$ cat src/rtl/unified_mem_arbiter_if.sv
// Purpose: bundles the fetch port, load/store port and memory port of the unified memory arbiter.
// Latency: none (wiring only).
// Backpressure: requests are held by the requester until the matching gnt is seen.
interface unified_mem_arbiter_if #(
    parameter int DATA_WIDTH = 32,
    parameter int MEM_ADDR_W = 10
);
    logic                  if_req;
    logic [DATA_WIDTH-1:0] if_addr;
    logic                  if_gnt;
    logic                  if_rvalid;
    logic [DATA_WIDTH-1:0] if_rdata;
    logic                  if_err;

    logic                  d_req;
    logic                  d_we;
    logic [DATA_WIDTH-1:0] d_addr;
    logic [DATA_WIDTH-1:0] d_wdata;
    logic                  d_gnt;
    logic                  d_rvalid;
    logic [DATA_WIDTH-1:0] d_rdata;
    logic                  d_err;

    logic                  mem_en;
    logic                  mem_we;
    logic [MEM_ADDR_W-1:0] mem_addr;
    logic [DATA_WIDTH-1:0] mem_wdata;
    logic [DATA_WIDTH-1:0] mem_rdata;

    // Arbiter side: consumes requests and memory read data.
    modport slave (
        input  if_req, if_addr, d_req, d_we, d_addr, d_wdata, mem_rdata,
        output if_gnt, if_rvalid, if_rdata, if_err,
        output d_gnt, d_rvalid, d_rdata, d_err,
        output mem_en, mem_we, mem_addr, mem_wdata
    );

    // Core/memory side: issues requests and supplies memory read data.
    modport master (
        output if_req, if_addr, d_req, d_we, d_addr, d_wdata, mem_rdata,
        input  if_gnt, if_rvalid, if_rdata, if_err,
        input  d_gnt, d_rvalid, d_rdata, d_err,
        input  mem_en, mem_we, mem_addr, mem_wdata
    );
endinterface

$ cat src/rtl/unified_mem_arbiter.sv
// Purpose: round-robin share of one sync-read word memory between fetch and load/store, with byte-to-word address translation.
// Latency: grant to rvalid is 1 cycle; one access in flight, so at most one grant every 2 cycles.
// Backpressure: requesters hold req until gnt; no grant is issued while an access is waiting for its response.
module unified_mem_arbiter #(
    parameter int                    DATA_WIDTH = 32,
    parameter int                    MEM_ADDR_W = 10,
    parameter int                    TEXT_WORDS = 512,
    parameter logic [DATA_WIDTH-1:0] TEXT_BASE  = 32'h0040_0000,
    parameter logic [DATA_WIDTH-1:0] DATA_BASE  = 32'h1001_0000
) (
    input  logic clk,
    input  logic rst_n,
    unified_mem_arbiter_if.slave bus
);
    localparam int DATA_WORDS = (2 ** MEM_ADDR_W) - TEXT_WORDS;

    typedef enum logic [1:0] {IDLE, IF_WAIT, D_WAIT} state_t;

    state_t state;
    logic   last_d;   // 1 = data port won the last tie, so fetch wins the next one
    logic   err_q;    // fault flag captured at grant
    logic   we_q;     // granted access was a store (no read data to return)

    logic [DATA_WIDTH-1:0] if_off, if_word, d_off, d_word;
    logic                  if_fault, d_fault, pick_if, pick_d;

    // Offsets below base wrap to huge values and fall out of range naturally.
    assign if_off   = bus.if_addr - TEXT_BASE;
    assign if_word  = if_off >> 2;
    assign if_fault = (bus.if_addr[1:0] != 2'b00) || (if_word >= DATA_WIDTH'(TEXT_WORDS));
    assign d_off    = bus.d_addr - DATA_BASE;
    assign d_word   = d_off >> 2;
    assign d_fault  = (bus.d_addr[1:0] != 2'b00) || (d_word >= DATA_WIDTH'(DATA_WORDS));

    // On a tie, the port that did not win the previous tie goes first.
    assign pick_if = (state == IDLE) && bus.if_req && (!bus.d_req || last_d);
    assign pick_d  = (state == IDLE) && bus.d_req && !pick_if;

    assign bus.if_gnt    = pick_if;
    assign bus.d_gnt     = pick_d;
    assign bus.if_rvalid = (state == IF_WAIT);
    assign bus.d_rvalid  = (state == D_WAIT);
    assign bus.if_err    = bus.if_rvalid && err_q;
    assign bus.d_err     = bus.d_rvalid && err_q;
    assign bus.if_rdata  = (bus.if_rvalid && !err_q) ? bus.mem_rdata : '0;
    assign bus.d_rdata   = (bus.d_rvalid && !err_q && !we_q) ? bus.mem_rdata : '0;

    // Memory strobe for the grant cycle; faulted grants never touch memory.
    always_comb begin
        bus.mem_en    = 1'b0;
        bus.mem_we    = 1'b0;
        bus.mem_addr  = '0;
        bus.mem_wdata = '0;
        if (pick_if && !if_fault) begin
            bus.mem_en   = 1'b1;
            bus.mem_addr = if_word[MEM_ADDR_W-1:0];
        end else if (pick_d && !d_fault) begin
            bus.mem_en   = 1'b1;
            bus.mem_we   = bus.d_we;
            bus.mem_addr = MEM_ADDR_W'(TEXT_WORDS) + d_word[MEM_ADDR_W-1:0];
            if (bus.d_we) begin
                bus.mem_wdata = bus.d_wdata;
            end
        end
    end

    // Arbitration FSM: grant in IDLE, spend exactly one cycle waiting, return to IDLE.
    always_ff @(posedge clk or negedge rst_n) begin
        if (!rst_n) begin
            state  <= IDLE;
            last_d <= 1'b1;
            err_q  <= 1'b0;
            we_q   <= 1'b0;
        end else begin
            case (state)
                IDLE: begin
                    if (bus.if_req && bus.d_req) begin
                        last_d <= pick_d;
                    end
                    if (pick_if) begin
                        state <= IF_WAIT;
                        err_q <= if_fault;
                        we_q  <= 1'b0;
                    end else if (pick_d) begin
                        state <= D_WAIT;
                        err_q <= d_fault;
                        we_q  <= bus.d_we;
                    end
                end
                IF_WAIT, D_WAIT: begin
                    state <= IDLE;
                    err_q <= 1'b0;
                    we_q  <= 1'b0;
                end
                default: state <= IDLE;
            endcase
        end
    end
endmodule

$ cat src/flat_wrapper.sv
// flat-port wrapper written by rule: the top's interface ports become plain ports
module unified_mem_arbiter_flat 
#(
    parameter int                    DATA_WIDTH = 32,
    parameter int                    MEM_ADDR_W = 10,
    parameter int                    TEXT_WORDS = 512,
    parameter logic [DATA_WIDTH-1:0] TEXT_BASE  = 32'h0040_0000,
    parameter logic [DATA_WIDTH-1:0] DATA_BASE  = 32'h1001_0000
)
  (clk, rst_n, bus_if_req, bus_if_addr, bus_d_req, bus_d_we, bus_d_addr, bus_d_wdata, bus_mem_rdata, bus_if_gnt, bus_if_rvalid, bus_if_rdata, bus_if_err, bus_d_gnt, bus_d_rvalid, bus_d_rdata, bus_d_err, bus_mem_en, bus_mem_we, bus_mem_addr, bus_mem_wdata);
  unified_mem_arbiter_if #(.DATA_WIDTH(DATA_WIDTH), .MEM_ADDR_W(MEM_ADDR_W)) bus_i ();
  input  logic clk;
  input  logic rst_n;
  input wire logic [$bits(bus_i.if_req)-1:0] bus_if_req;
  input wire logic [$bits(bus_i.if_addr)-1:0] bus_if_addr;
  input wire logic [$bits(bus_i.d_req)-1:0] bus_d_req;
  input wire logic [$bits(bus_i.d_we)-1:0] bus_d_we;
  input wire logic [$bits(bus_i.d_addr)-1:0] bus_d_addr;
  input wire logic [$bits(bus_i.d_wdata)-1:0] bus_d_wdata;
  input wire logic [$bits(bus_i.mem_rdata)-1:0] bus_mem_rdata;
  output wire logic [$bits(bus_i.if_gnt)-1:0] bus_if_gnt;
  output wire logic [$bits(bus_i.if_rvalid)-1:0] bus_if_rvalid;
  output wire logic [$bits(bus_i.if_rdata)-1:0] bus_if_rdata;
  output wire logic [$bits(bus_i.if_err)-1:0] bus_if_err;
  output wire logic [$bits(bus_i.d_gnt)-1:0] bus_d_gnt;
  output wire logic [$bits(bus_i.d_rvalid)-1:0] bus_d_rvalid;
  output wire logic [$bits(bus_i.d_rdata)-1:0] bus_d_rdata;
  output wire logic [$bits(bus_i.d_err)-1:0] bus_d_err;
  output wire logic [$bits(bus_i.mem_en)-1:0] bus_mem_en;
  output wire logic [$bits(bus_i.mem_we)-1:0] bus_mem_we;
  output wire logic [$bits(bus_i.mem_addr)-1:0] bus_mem_addr;
  output wire logic [$bits(bus_i.mem_wdata)-1:0] bus_mem_wdata;
  assign bus_i.if_req = bus_if_req;
  assign bus_i.if_addr = bus_if_addr;
  assign bus_i.d_req = bus_d_req;
  assign bus_i.d_we = bus_d_we;
  assign bus_i.d_addr = bus_d_addr;
  assign bus_i.d_wdata = bus_d_wdata;
  assign bus_i.mem_rdata = bus_mem_rdata;
  assign bus_if_gnt = bus_i.if_gnt;
  assign bus_if_rvalid = bus_i.if_rvalid;
  assign bus_if_rdata = bus_i.if_rdata;
  assign bus_if_err = bus_i.if_err;
  assign bus_d_gnt = bus_i.d_gnt;
  assign bus_d_rvalid = bus_i.d_rvalid;
  assign bus_d_rdata = bus_i.d_rdata;
  assign bus_d_err = bus_i.d_err;
  assign bus_mem_en = bus_i.mem_en;
  assign bus_mem_we = bus_i.mem_we;
  assign bus_mem_addr = bus_i.mem_addr;
  assign bus_mem_wdata = bus_i.mem_wdata;
  unified_mem_arbiter #(.DATA_WIDTH(DATA_WIDTH), .MEM_ADDR_W(MEM_ADDR_W), .TEXT_WORDS(TEXT_WORDS), .TEXT_BASE(TEXT_BASE), .DATA_BASE(DATA_BASE)) u_core (.clk(clk), .rst_n(rst_n), .bus(bus_i));
endmodule
$ cat config.mk
export PLATFORM = sky130hd
export DESIGN_NAME = unified_mem_arbiter_flat
export DESIGN_NICKNAME = d
export VERILOG_FILES = /design/src/rtl/unified_mem_arbiter_if.sv /design/src/rtl/unified_mem_arbiter.sv /design/src/flat_wrapper.sv
export SDC_FILE = /design/constraint.sdc
export NUM_CORES = 1
export LEC_CHECK = 0
export CORE_AREA = 2 2 96 98
export DETAILED_ROUTE_END_ITERATION = 7
export DIE_AREA = 0 0 98 100
export PLACE_DENSITY = 0.79
export SETUP_SLACK_MARGIN = 0.5
export SLEW_MARGIN = 15
export SYNTH_ARGS = -nofsm -noshare
export SYNTH_HDL_FRONTEND = slang
export SYNTH_SLANG_ARGS = --single-unit
$ cat constraint.sdc
create_clock -name clk -period 3.1 [get_ports clk]
set_clock_uncertainty 0.1 [all_clocks]
set_input_delay 0.62 -clock clk [delete_from_list [all_inputs] [get_ports clk]]
set_output_delay 0.62 -clock clk [all_outputs]
set_load 0.01 [all_outputs]
# Word level (Yosys, flattened, before mapping)
# Cells that the tools add are included.
word_totals:
  out_inout_bits: 114
  ff_bits: 5
  word_cells: 60
  inputBits: 133
classes:
  n_addsub: 3
  n_lt_le_gt_ge: 2
  n_eq_ne: 3
  reduce_logical: 28
  mux: 20
op_table:
  columns: ["operator", "count"]
  rows:
  - ["32-bit 2-to-1 mux", 5]
  - ["30-bit by 10-bit >= comparator with 1-bit output (second input constant)", 2]
  - ["32-bit by 23-bit subtractor with 32-bit output (second input constant)", 1]
  - ["32-bit by 29-bit subtractor with 32-bit output (second input constant)", 1]
  - ["10-bit 2-to-1 mux", 2]
  - ["1-bit logical AND", 12]
  - ["10-bit adder (first input constant)", 1]
  - ["1-bit 2-to-1 mux", 8]
  - ["1-bit logical NOT", 6]
  - ["2-bit 2-to-1 mux", 3]
  - ["2-bit nonzero test", 3]
  - ["1-bit one-hot mux with 2 select lines", 2]
  - ["2-bit AND reduction", 2]
  - ["1-bit logical OR", 3]
  - ["3-bit by 1-bit inequality test with 1-bit output (second input constant)", 1]
  - ["2-bit by 1-bit == test with 1-bit output (second input constant)", 1]
  - ["2-bit == test (second input constant)", 1]
  - ["2-bit logical NOT", 1]
  - ["2-bit OR reduction", 1]

# Depth between registers and ports, before layout
# Gate-level depths: netlist of run 1.
logic_depth:
  ltp_word: 8
  mapped_depth: 9
  mapped_depth_nobuf: 7

# Worst setup path after synthesis of run 1
# No wires, ideal clock.
synth_timing:
  path_type: "input-to-output"
  from: "in bus_d_addr[0]"
  to: "out bus_mem_wdata[22]"
  path_buffers: 1
  required_ps: 2380
  path_stages: 6
  slack_ps: -270
  arrival_time_ps: 2650
  cell_sequence: "or4_1 > a2111o_1 > or4b_4 > nor4_4 > buf_6 > and2_1"
synth_via:
  elab_chain_len: 7
  word_cells_on_any_way: 8
  classes_between: "add/sub (1); order compare (1); mux (2); reduce/logical (4)"
synth_lines:
  columns: ["item", "line_no", "source"]
  rows:
  - ["start: declaration", "flat_wrapper.sv:18", "input wire logic [$bits(bus_i.d_addr)-1:0] bus_d_addr;"]
  - ["32-bit by 29-bit subtractor with 32-bit output", "unified_mem_arbiter.sv:31", "assign d_off = bus.d_addr - DATA_BASE;"]
  - ["30-bit by 10-bit >= comparator with 1-bit output", "unified_mem_arbiter.sv:33", "assign d_fault = (bus.d_addr[1:0] != 2'b00) || (d_word >= DATA_WIDTH'(DATA_WORDS));"]
  - ["1-bit logical OR *", "unified_mem_arbiter.sv:33", null]
  - ["1-bit logical NOT *", "unified_mem_arbiter.sv:57", "end else if (pick_d && !d_fault) begin"]
  - ["1-bit logical AND *", "unified_mem_arbiter.sv:57", null]
  - ["32-bit 2-to-1 mux *", "unified_mem_arbiter.sv:57", null]
  - ["32-bit 2-to-1 mux *", "unified_mem_arbiter.sv:54", "if (pick_if && !if_fault) begin"]
  - ["end: declaration", "flat_wrapper.sv:32", "output wire logic [$bits(bus_i.mem_wdata)-1:0] bus_mem_wdata;"]
# Every way passes the cells marked *; elsewhere a longest branch is shown, timed or not.

# Final worst setup path of run 1
layout_timing:
  from: "in bus_d_addr[31]"
  to: "out bus_mem_wdata[29]"
layout_via:
  elab_chain_len: 7
layout_lines:
  columns: ["item", "line_no"]
  rows:
  - ["32-bit by 29-bit subtractor with 32-bit output", "unified_mem_arbiter.sv:31"]
  - ["30-bit by 10-bit >= comparator with 1-bit output", "unified_mem_arbiter.sv:33"]
  - ["1-bit logical OR", "unified_mem_arbiter.sv:33"]
  - ["1-bit logical NOT", "unified_mem_arbiter.sv:57"]
  - ["1-bit logical AND", "unified_mem_arbiter.sv:57"]
  - ["32-bit 2-to-1 mux", "unified_mem_arbiter.sv:57"]
  - ["32-bit 2-to-1 mux", "unified_mem_arbiter.sv:54"]
# Every way passes these cells.

==> Implementation_results.wiki, run 1 <==
{| class="wikitable"
! Metric !! Value
|-
| Arrival time reported for the critical path endpoint || 3.24 ns
|-
| Critical path class || in -> out
|-
| Count of H-tree levels built during CTS || 1
|-
| DRT iter0 DRCs || 62
|-
| Endpoint of the worst register-to-register path || u_core.err_q
|-
| Leading area contributor after synthesis || sky130_fd_sc_hd__and2_1
|-
| Synth top area share || 0.464
|-
| Cell area after technology mapping || around 1300 µm²
|-
| Average via count per standard cell || 4.35
|-
| Number of stages on the worst setup path || 12
|-
| Sw Share || 0.379
|-
| Delay of the slowest cell on the worst path || 0.55 ns
|-
| Final setup margin || -0.859 ns
|-
| Number of rows in the core area || 35
|-
| Share of post-route cells with drive strength above 1 || 0.380
|-
| Outcome || finished, violations left
|-
| Power per standard cell area || between 200 and 300 nW/µm²
|-
| Die outline width || ~100 µm
|-
| Count of cells along the worst register-to-register path || 7
|-
| Yosys synthesis warning count || 0
|-
| MaxCap Viol Count || 0
|-
| Total I/O pin count || about 250
|-
| Instance count after placement with tap cells included || about 570
|-
| EDFF count, synth || 0
|-
| Maximum count of clock buffers along a single path || 2
|-
| Most common cell on crit path || sky130_fd_sc_hd__buf_6
|-
| Via count of the first global-routing pass || between 2,000 and 3,000
|-
| Count of buffer and inverter cells on the critical path || 7
|-
| Synthesized netlist cell count || 191
|-
| Number of library cell types mapped by synthesis || 34
|-
| Sum Neg Setup Slack || -31.35 ns
|-
| Slowest stage cell, crit path || sky130_fd_sc_hd__or4b_4
|-
| Hpwl dp || 7360 µm
|-
| Proportion of power drawn by combinational gates || 0.798
|-
| Type of element capturing the critical path || primary output
|-
| Max_slew headroom || 0.743
|-
| GRT Overall Usage || 0.177
|-
| Clock sink count || 5
|-
| Slew at the pin with the worst max-slew slack || 0.380 ns
|-
| Clock latency at the later pin of the worst-skew pair || 0.23 ns
|-
| Filler-free cell count of the finished design || 610
|-
| Violated checks || setup timing
|-
| Die Y-Extent || roughly 100 µm
|-
| Maximum fanout along the worst path || 7
|-
| Pin count of the biggest net entering global routing || 14
|-
| Sort of element at the start of the critical path || input pin
|-
| Final-stage net count || between 600 and 700
|-
| Final Routed Wirelength || 9320 µm
|-
| CTS Hold Buffers Added || 0
|-
| Area contributors post-synth || sky130_fd_sc_hd__and2_1 46%, sky130_fd_sc_hd__dfrtp_1 7.4%, sky130_fd_sc_hd__a22o_1 5.8%
|-
| Largest delay contributor family on the critical path || simple AND/OR/NAND/NOR gates
|-
| Buffers added on ports || 246
|-
| Number of synthesized register bits || 5
|-
| Leftover overflow at the end of global routing || 0
|-
| Clock share of power || 0.096
|-
| CTS tree || done
|-
| Cell Chain, Critical Path || buf_6 > or4b_4 > a2111o_1 > or4b_4 > nor4_4 > buf_4 > buf_6 > buf_12 > buf_16 > buf_6 > and2_4 > buf_6
|-
| Period minus WS final || 3.96 ns
|-
| Antenna violations before repair || 2
|-
| Class of the tightest hold or removal check || reg -> reg
|-
| Final setup viols || 44
|-
| Unrepaired setup endpoints after global routing || yes
|-
| Initial Util || 0.152
|-
| Final weighted congestion of routability-driven global placement || 0.931
|-
| Syn_area_per_cell || 7.06 µm²
|-
| Register-to-register path setup slack || 1.20 ns
|-
| Fraction of power consumed by sequential logic || 0.106
|-
| Worst reg2reg startpoint || u_core.state[1]
|-
| Capture point of the worst path || bus_mem_wdata[29]
|-
| Core ar. || slightly below 9000 µm²
|-
| Setup crit start || bus_d_addr[31]
|-
| Area Growth Syn to Fin || 244%
|-
| Finished Core Util || 0.521
|-
| Number of remaining DRC errors || 0
|-
| Cell internal power dissipation || 797 µW
|-
| Hold slack final || 0.460 ns
|-
| Number of nets with antenna violations after detailed routing || 0
|-
| Vias || 2,654
|-
| First-pass GRT wire length || 14,000 µm
|-
| WL per Instance || 15.3 µm
|-
| Commonest register cell after synthesis || sky130_fd_sc_hd__dfrtp_1
|-
| Tcrit/Tclk final || 1.28
|-
| Largest voltage drop on the vdd net || ~140 µV
|-
| Switching power summed over all nets || 487 µW
|-
| Top achievable clock speed || approximately 250 MHz
|-
| Endpoint required time on the critical path || 2.38 ns
|-
| Fin. Hold Viols || 0
|-
| CTS clk-pin slew, worst paths || 0.03 ns
|-
| Final slew viol count || 0
|-
| Post-Syn Nets || 328
|-
| Total die area || 9800 µm²
|-
| Total leakage power || approximately 2.3 nW
|-
| Clock Root Buffer || sky130_fd_sc_hd__clkbuf_8
|-
| Clock buffers created by TritonCTS || 3
|-
| Seq/Total Area, Yosys || 0.0938
|-
| Share of synthesized registers carrying an async set or reset || 1.00
|-
| First-pass iteration count of the detailed router || 4
|}
metrics by stage:
step           power (mW)  instance area (µm²)  setup slack, ns
2_1_floorplan       0.467                 1400           -0.270
3_3_place_gp         1.11                 4210            -1.16
3_5_place_dp         1.13                 4210            -1.20
4_1_cts              1.27                 4530           -0.913
5_1_grt              1.38                 4630           -0.924
6_report             1.28                 4630           -0.859
cell usage in the layout (no fill, tap or decap), types with 2 or more instances in the layout:
| cell | n |
|---|---|
| sky130_fd_sc_hd__dfrtp_1 | 4 |
| sky130_fd_sc_hd__buf_4 | 41 |
| sky130_fd_sc_hd__clkbuf_8 | 3 |
| sky130_fd_sc_hd__nand2b_1 | 2 |
| sky130_fd_sc_hd__clkbuf_2 | 12 |
| sky130_fd_sc_hd__nor3_1 | 5 |
| sky130_fd_sc_hd__buf_6 | 57 |
| sky130_fd_sc_hd__buf_12 | 2 |
| sky130_fd_sc_hd__nor2_1 | 6 |
| sky130_fd_sc_hd__ha_1 | 2 |
| sky130_fd_sc_hd__nand4_1 | 2 |
| sky130_fd_sc_hd__nor4_1 | 9 |
| sky130_fd_sc_hd__inv_1 | 2 |
| sky130_fd_sc_hd__and2_1 | 67 |
| sky130_fd_sc_hd__dlymetal6s2s_1 | 2 |
| sky130_fd_sc_hd__clkdlybuf4s15_1 | 5 |
| sky130_fd_sc_hd__and2_4 | 33 |
| sky130_fd_sc_hd__o21bai_1 | 2 |
| sky130_fd_sc_hd__buf_2 | 20 |
| sky130_fd_sc_hd__or4_4 | 2 |
| sky130_fd_sc_hd__nand2_1 | 5 |
| sky130_fd_sc_hd__a22o_1 | 9 |
| sky130_fd_sc_hd__or4b_4 | 3 |
| sky130_fd_sc_hd__o41ai_1 | 2 |
| sky130_fd_sc_hd__clkdlybuf4s50_1 | 117 |
| sky130_fd_sc_hd__o21ai_0 | 2 |
| sky130_fd_sc_hd__a21oi_1 | 2 |
| sky130_fd_sc_hd__dlygate4sd2_1 | 55 |
| sky130_fd_sc_hd__buf_16 | 4 |
logic make-up (layout without fill, tap and decap cells):
group                    Yosys count  in the layout  synth area share
flip-flops                         5              5            0.0938
adder cells (fa/ha/maj)            4              4            0.0371
AO/OA/AOI/OAI                     21             21             0.125
buffers and inverters             15            322            0.0594
XOR/XNOR                           1              1           0.00650
AND/OR/NAND/NOR                  145            145             0.678
other                              0              1                 0
worst min-delay path by stage:
| stage | cells past startpoint | from | slack [ns] | to |
|---|---|---|---|---|
| after detailed placement | 2 | u_core.we_q | 0.42 | u_core.we_q |
| final | 2 | u_core.we_q | 0.46 | u_core.we_q |
| after global routing | 2 | u_core.last_d | 0.52 | u_core.last_d |
| after CTS | 2 | u_core.we_q | 0.46 | u_core.we_q |
| after floorplan | 0 | rst_n | 0.22 | u_core.err_q |
| after global placement | 2 | u_core.we_q | 0.41 | u_core.we_q |
state kept, by name (all words and copies together) (netlist names):
register,count
u_core.we_q,1
u_core.state,2
u_core.last_d,1
u_core.err_q,1
per-layer routing:
layer / track usage / routed length, µm / part of all wire
met1: 0.184 / 3300 / 0.35
met2: 0.350 / 5000 / 0.54
met4: 0.0502 / 185 / 0.020
met5: 0 / 13 / 0.0014
met3: 0.0439 / 829 / 0.089
cells in the mapped netlist, types with 2 or more instances:
cell type / instances
sky130_fd_sc_hd__nand4_1: 2
sky130_fd_sc_hd__o21bai_1: 2
sky130_fd_sc_hd__or4b_1: 2
sky130_fd_sc_hd__nor2_1: 6
sky130_fd_sc_hd__nor3_1: 7
sky130_fd_sc_hd__nand2b_1: 2
sky130_fd_sc_hd__nand2_1: 5
sky130_fd_sc_hd__clkbuf_1: 8
sky130_fd_sc_hd__a22o_1: 9
sky130_fd_sc_hd__nor4_1: 9
sky130_fd_sc_hd__o41ai_1: 3
sky130_fd_sc_hd__ha_1: 4
sky130_fd_sc_hd__and2_1: 100
sky130_fd_sc_hd__inv_1: 3
sky130_fd_sc_hd__a21oi_1: 2
sky130_fd_sc_hd__dfrtp_1: 4
sky130_fd_sc_hd__or4_1: 3
sky130_fd_sc_hd__o21ai_0: 2
sky130_fd_sc_hd__buf_6: 3
final cells by class:
type / instances / area [µm²]
Antenna cell: 1 / 2.50
Clock buffer: 4 / 45.0
Fill cell: 826 / 4260
Inverter: 3 / 11.3
Multi-Input combinational cell: 171 / 1320
Sequential cell: 5 / 126
Tap cell: 111 / 139
Timing Repair Buffer: 315 / 2990
worst min-delay path: cells and delay by family, from the launching register on:
family / cells / cell delay, ns
DFF: 1 / 0.39
and+or+nand+nor: 1 / 0.07
AOI/OAI and AO/OA: 1 / 0.06
repair_timing:
item / CTS / global route
hold endpoints to repair: 0 / 0
pin swaps: 8 / 14
gates cloned: 7 / 1
gates resized for setup: 282 / 120
setup endpoints to repair: 111 / 76
buffers inserted: 17 / 9
power groups by stage:
stage | Sequential [mW] | Clock, mW | Combinational, mW
after floorplan | 0.122 | 0 | 0.346
after global placement | 0.125 | 0 | 0.980
after detailed placement | 0.127 | 0 | 0.998
after CTS | 0.134 | 0.124 | 1.02
after global routing | 0.141 | 0.130 | 1.11
final | 0.136 | 0.123 | 1.02
Note: power is estimated with default switching activity, not from simulation.
==> inputs of run 2 (changes only) <==
--- a/config.mk
+++ b/config.mk
@@ -6,9 +6,10 @@
 export NUM_CORES = 1
 export LEC_CHECK = 0
 export CORE_AREA = 2 2 96 98
+export CTS_BUF_LIST = sky130_fd_sc_hd__clkbuf_8 sky130_fd_sc_hd__clkbuf_16
 export DETAILED_ROUTE_END_ITERATION = 7
 export DIE_AREA = 0 0 98 100
-export PLACE_DENSITY = 0.79
+export PLACE_DENSITY = 0.68
 export SETUP_SLACK_MARGIN = 0.5
 export SLEW_MARGIN = 15
 export SYNTH_ARGS = -nofsm -noshare
==> Implementation_results.wiki, run 2 (synthesis results as in run 1) <==
{| class="wikitable"
! Metric !! Value
|-
| Outcome || finished, violations left
|-
| Violated checks || setup timing
|-
| Max_slew headroom || 0.756 (+0.0123)
|-
| Final setup margin || -0.890 ns (-0.0310 ns)
|-
| Final slew viol count || 0 (unchanged)
|-
| Clock sink count || 5 (unchanged)
|-
| Number of rows in the core area || 35 (unchanged)
|-
| Register Area || 126 µm² (unchanged)
|-
| Tcrit/Tclk final || 1.29 (+0.00999)
|-
| Slew at the pin with the worst max-slew slack || 0.363 ns (-0.0165 ns)
|-
| Die Y-Extent || 100 µm (unchanged)
|-
| Total I/O pin count || 247 (unchanged)
|-
| Top achievable clock speed || 251 MHz (-0.78%)
|-
| MaxCap Viol Count || 0 (unchanged)
|-
| Worst reg2reg startpoint || u_core.state[0]
|-
| Start point of the worst min-delay path || u_core.we_q
|-
| Register containing the most flip-flops in the final layout || u_core.state
|-
| Arrival time reported for the critical path endpoint || 3.27 ns (+0.03 ns)
|-
| Core ar. || 8890 µm² (unchanged)
|-
| Via count of the first global-routing pass || 2,590 (-6.9%)
|-
| Count of H-tree levels built during CTS || 1 (unchanged)
|-
| Area taken by multi-input logic gates || 1340 µm² (+1.2%)
|-
| Final-stage net count || 631 (-0.79%)
|-
| Total die area || 9800 µm² (unchanged)
|-
| Final weighted congestion of routability-driven global placement || 0.788 (-15%)
|-
| DRT iter0 DRCs || 46 (-26%)
|-
| Post-route total power || 1.35 mW (+5.5%)
|-
| Unrepaired setup endpoints after global routing || yes
|-
| Initial Util || 0.152 (unchanged)
|-
| Sw Share || 0.373 (-0.00651)
|-
| Setup crit start || bus_d_addr[31]
|-
| Die outline width || 98 µm (unchanged)
|-
| Power per standard cell area || 288 nW/µm² (+4.2%)
|-
| WL per Instance || 14.3 µm (-6.2%)
|-
| Hpwl dp || 6530 µm (-11%)
|-
| CTS tree || done
|-
| Clock latency at the later pin of the worst-skew pair || 0.22 ns (about the same)
|-
| Cell internal power dissipation || 849 µW (+6.6%)
|-
| Share of post-route cells with drive strength above 1 || 0.406 (+0.0262)
|-
| Area Growth Syn to Fin || 248%
|-
| Clock Root Buffer || sky130_fd_sc_hd__clkbuf_8
|-
| Sum Neg Setup Slack || -26.63 ns (+4.73 ns)
|-
| Clock share of power || 0.087 (-0.009)
|-
| Class of the tightest hold or removal check || reg -> reg
|-
| Antenna violations before repair || 0 (-2)
|-
| Most common cell after layout, fill and taps aside || sky130_fd_sc_hd__clkdlybuf4s50_1
|-
| Proportion of power drawn by combinational gates || 0.815 (+0.017)
|-
| Total leakage power || 2.26 nW (-2.2%)
|-
| Final setup viols || 44 (unchanged)
|-
| Maximum fanout along the worst path || 4 (-3)
|-
| Total inserted antenna cells || 0 (-1)
|-
| CTS clk-pin slew, worst paths || 0.03 ns (about the same)
|-
| Leftover overflow at the end of global routing || 0 (unchanged)
|-
| Number of nets with antenna violations after detailed routing || 0 (unchanged)
|-
| Sort of element at the start of the critical path || input pin
|-
| Number of remaining DRC errors || 0 (unchanged)
|-
| Number of flip-flops under the largest register name || 2 (unchanged)
|-
| GRT Overall Usage || 0.162 (-0.0149)
|-
| Pin count of the biggest net entering global routing || 12 (-2)
|-
| Vias || 2,568 (-3.2%)
|-
| Critical path class || in -> out
|-
| First-pass iteration count of the detailed router || 3 (-1)
|-
| Highest-count cells in the layout ignoring fill and taps || 121 x sky130_fd_sc_hd__clkdlybuf4s50_1, 64 x sky130_fd_sc_hd__buf_6, 59 x sky130_fd_sc_hd__and2_1, 43 x sky130_fd_sc_hd__dlygate4sd2_1, 41 x sky130_fd_sc_hd__and2_4
|-
| First-pass GRT wire length || 12,800 µm (-8.3%)
|-
| Maximum count of clock buffers along a single path || 2 (unchanged)
|-
| Average via count per standard cell || 4.25 (-2.3%)
|-
| Fraction of power consumed by sequential logic || 0.099 (-0.007)
|-
| Endpoint required time on the critical path || 2.38 ns (about the same)
|-
| Switching power summed over all nets || 505 µW (+3.7%)
|-
| Fin. Hold Viols || 0 (unchanged)
|-
| Filler cells || 844 (+2.2%)
|-
| Clock buffers created by TritonCTS || 3 (unchanged)
|-
| Type of element capturing the critical path || primary output
|-
| Buffers added on ports || 246 (unchanged)
|-
| CTS Hold Buffers Added || 0 (unchanged)
|-
| Largest voltage drop on the vdd net || 135 µV (about the same)
|-
| Period minus WS final || 3.99 ns (+0.0310 ns)
|-
| Final Routed Wirelength || 8660 µm (-7.1%)
|}
run 2: changes by cell type in the layout (fill, tap and decap cells not counted), sizes merged:
cell / delta
clkdlybuf4s15: +8
buf: -7
dlymetal6s2s: -1
diode: -1
clkdlybuf4s50: +4
inv: +1
dlygate4sd2: -12
clkbuf: +2
run 2: power by group through the flow:
stage               Sequential (mW)  Clock (mW)  Combinational, mW
floorplan                     0.122           0              0.346
global placement              0.124           0              0.961
detailed placement            0.126           0              0.971
CTS                           0.134       0.120               1.03
global route                  0.139       0.124               1.18
finish                        0.134       0.117               1.10
run 2: critical path, stage by stage:
cell                              delay [ns]
sky130_fd_sc_hd__clkdlybuf4s15_1        0.16
sky130_fd_sc_hd__or4b_4                 0.48
sky130_fd_sc_hd__a2111o_1               0.39
sky130_fd_sc_hd__or4b_4                 0.51
sky130_fd_sc_hd__nor4_4                 0.18
sky130_fd_sc_hd__buf_4                  0.16
sky130_fd_sc_hd__buf_6                  0.09
sky130_fd_sc_hd__buf_6                  0.10
sky130_fd_sc_hd__buf_12                 0.10
sky130_fd_sc_hd__buf_16                 0.09
sky130_fd_sc_hd__buf_6                  0.09
sky130_fd_sc_hd__buf_6                  0.08
sky130_fd_sc_hd__and2_4                 0.12
sky130_fd_sc_hd__buf_6                  0.09
run 2: per-stage QoR:
step / cells / worst slack, ns / utilization / area (µm²) / hold WS [ns]
6_report: 604 / -0.890 / 0.528 / 4690 / 0.440
5_1_grt: 604 / -0.977 / 0.528 / 4690 / 0.472
4_1_cts: 595 / -0.946 / 0.508 / 4520 / 0.442
3_5_place_dp: 564 / -1.24 / 0.468 / 4160 / 0.401
3_3_place_gp: 564 / -1.22 / 0.468 / 4160 / 0.395
2_1_floorplan: 191 / -0.270 / - / 1400 / 0.224
run 2: worst paths after layout:
| path | depth (start not counted) | endpoint | slack, ns |
|---|---|---|---|
| max | 14 | bus_mem_wdata[23] | -0.89 |
| min | 2 | u_core.we_q | 0.44 |
| max reg2reg | 9 | u_core.err_q | 1.19 |
| min reg2reg | 2 | u_core.we_q | 0.44 |
| max in group asynchronous | 1 | u_core.last_d | 2.14 |
| min in group asynchronous | 1 | u_core.state[1] | 0.51 |
run 2: repair_timing:
action / CTS / global route
resized for setup: 302 / 130
endpoints found under the setup margin: 111 / 84
buffers inserted: 17 / 9
cloned: 10 / 0
pin swaps: 10 / 8
run 2: metal layers:
metal | share of wire | track usage | vias to the layer above
met1 | 0.35 | 0.163 | 1154
met3 | 0.074 | 0.0279 | 10
met4 | 0.017 | 0.0502 | 0
met2 | 0.56 | 0.334 | 138
li1 | - | - | 1266
met5 | 0 | 0 | -
run 2: final cells by class:
type / instances / share of cell area
Sequential cell: 5 / 0.0269
Clock inverter: 1 / 0.000800
Inverter: 3 / 0.00240
Clock buffer: 3 / 0.00880
Timing Repair Buffer: 310 / 0.646
Multi-Input combinational cell: 171 / 0.285
Tap cell: 111 / 0.0296
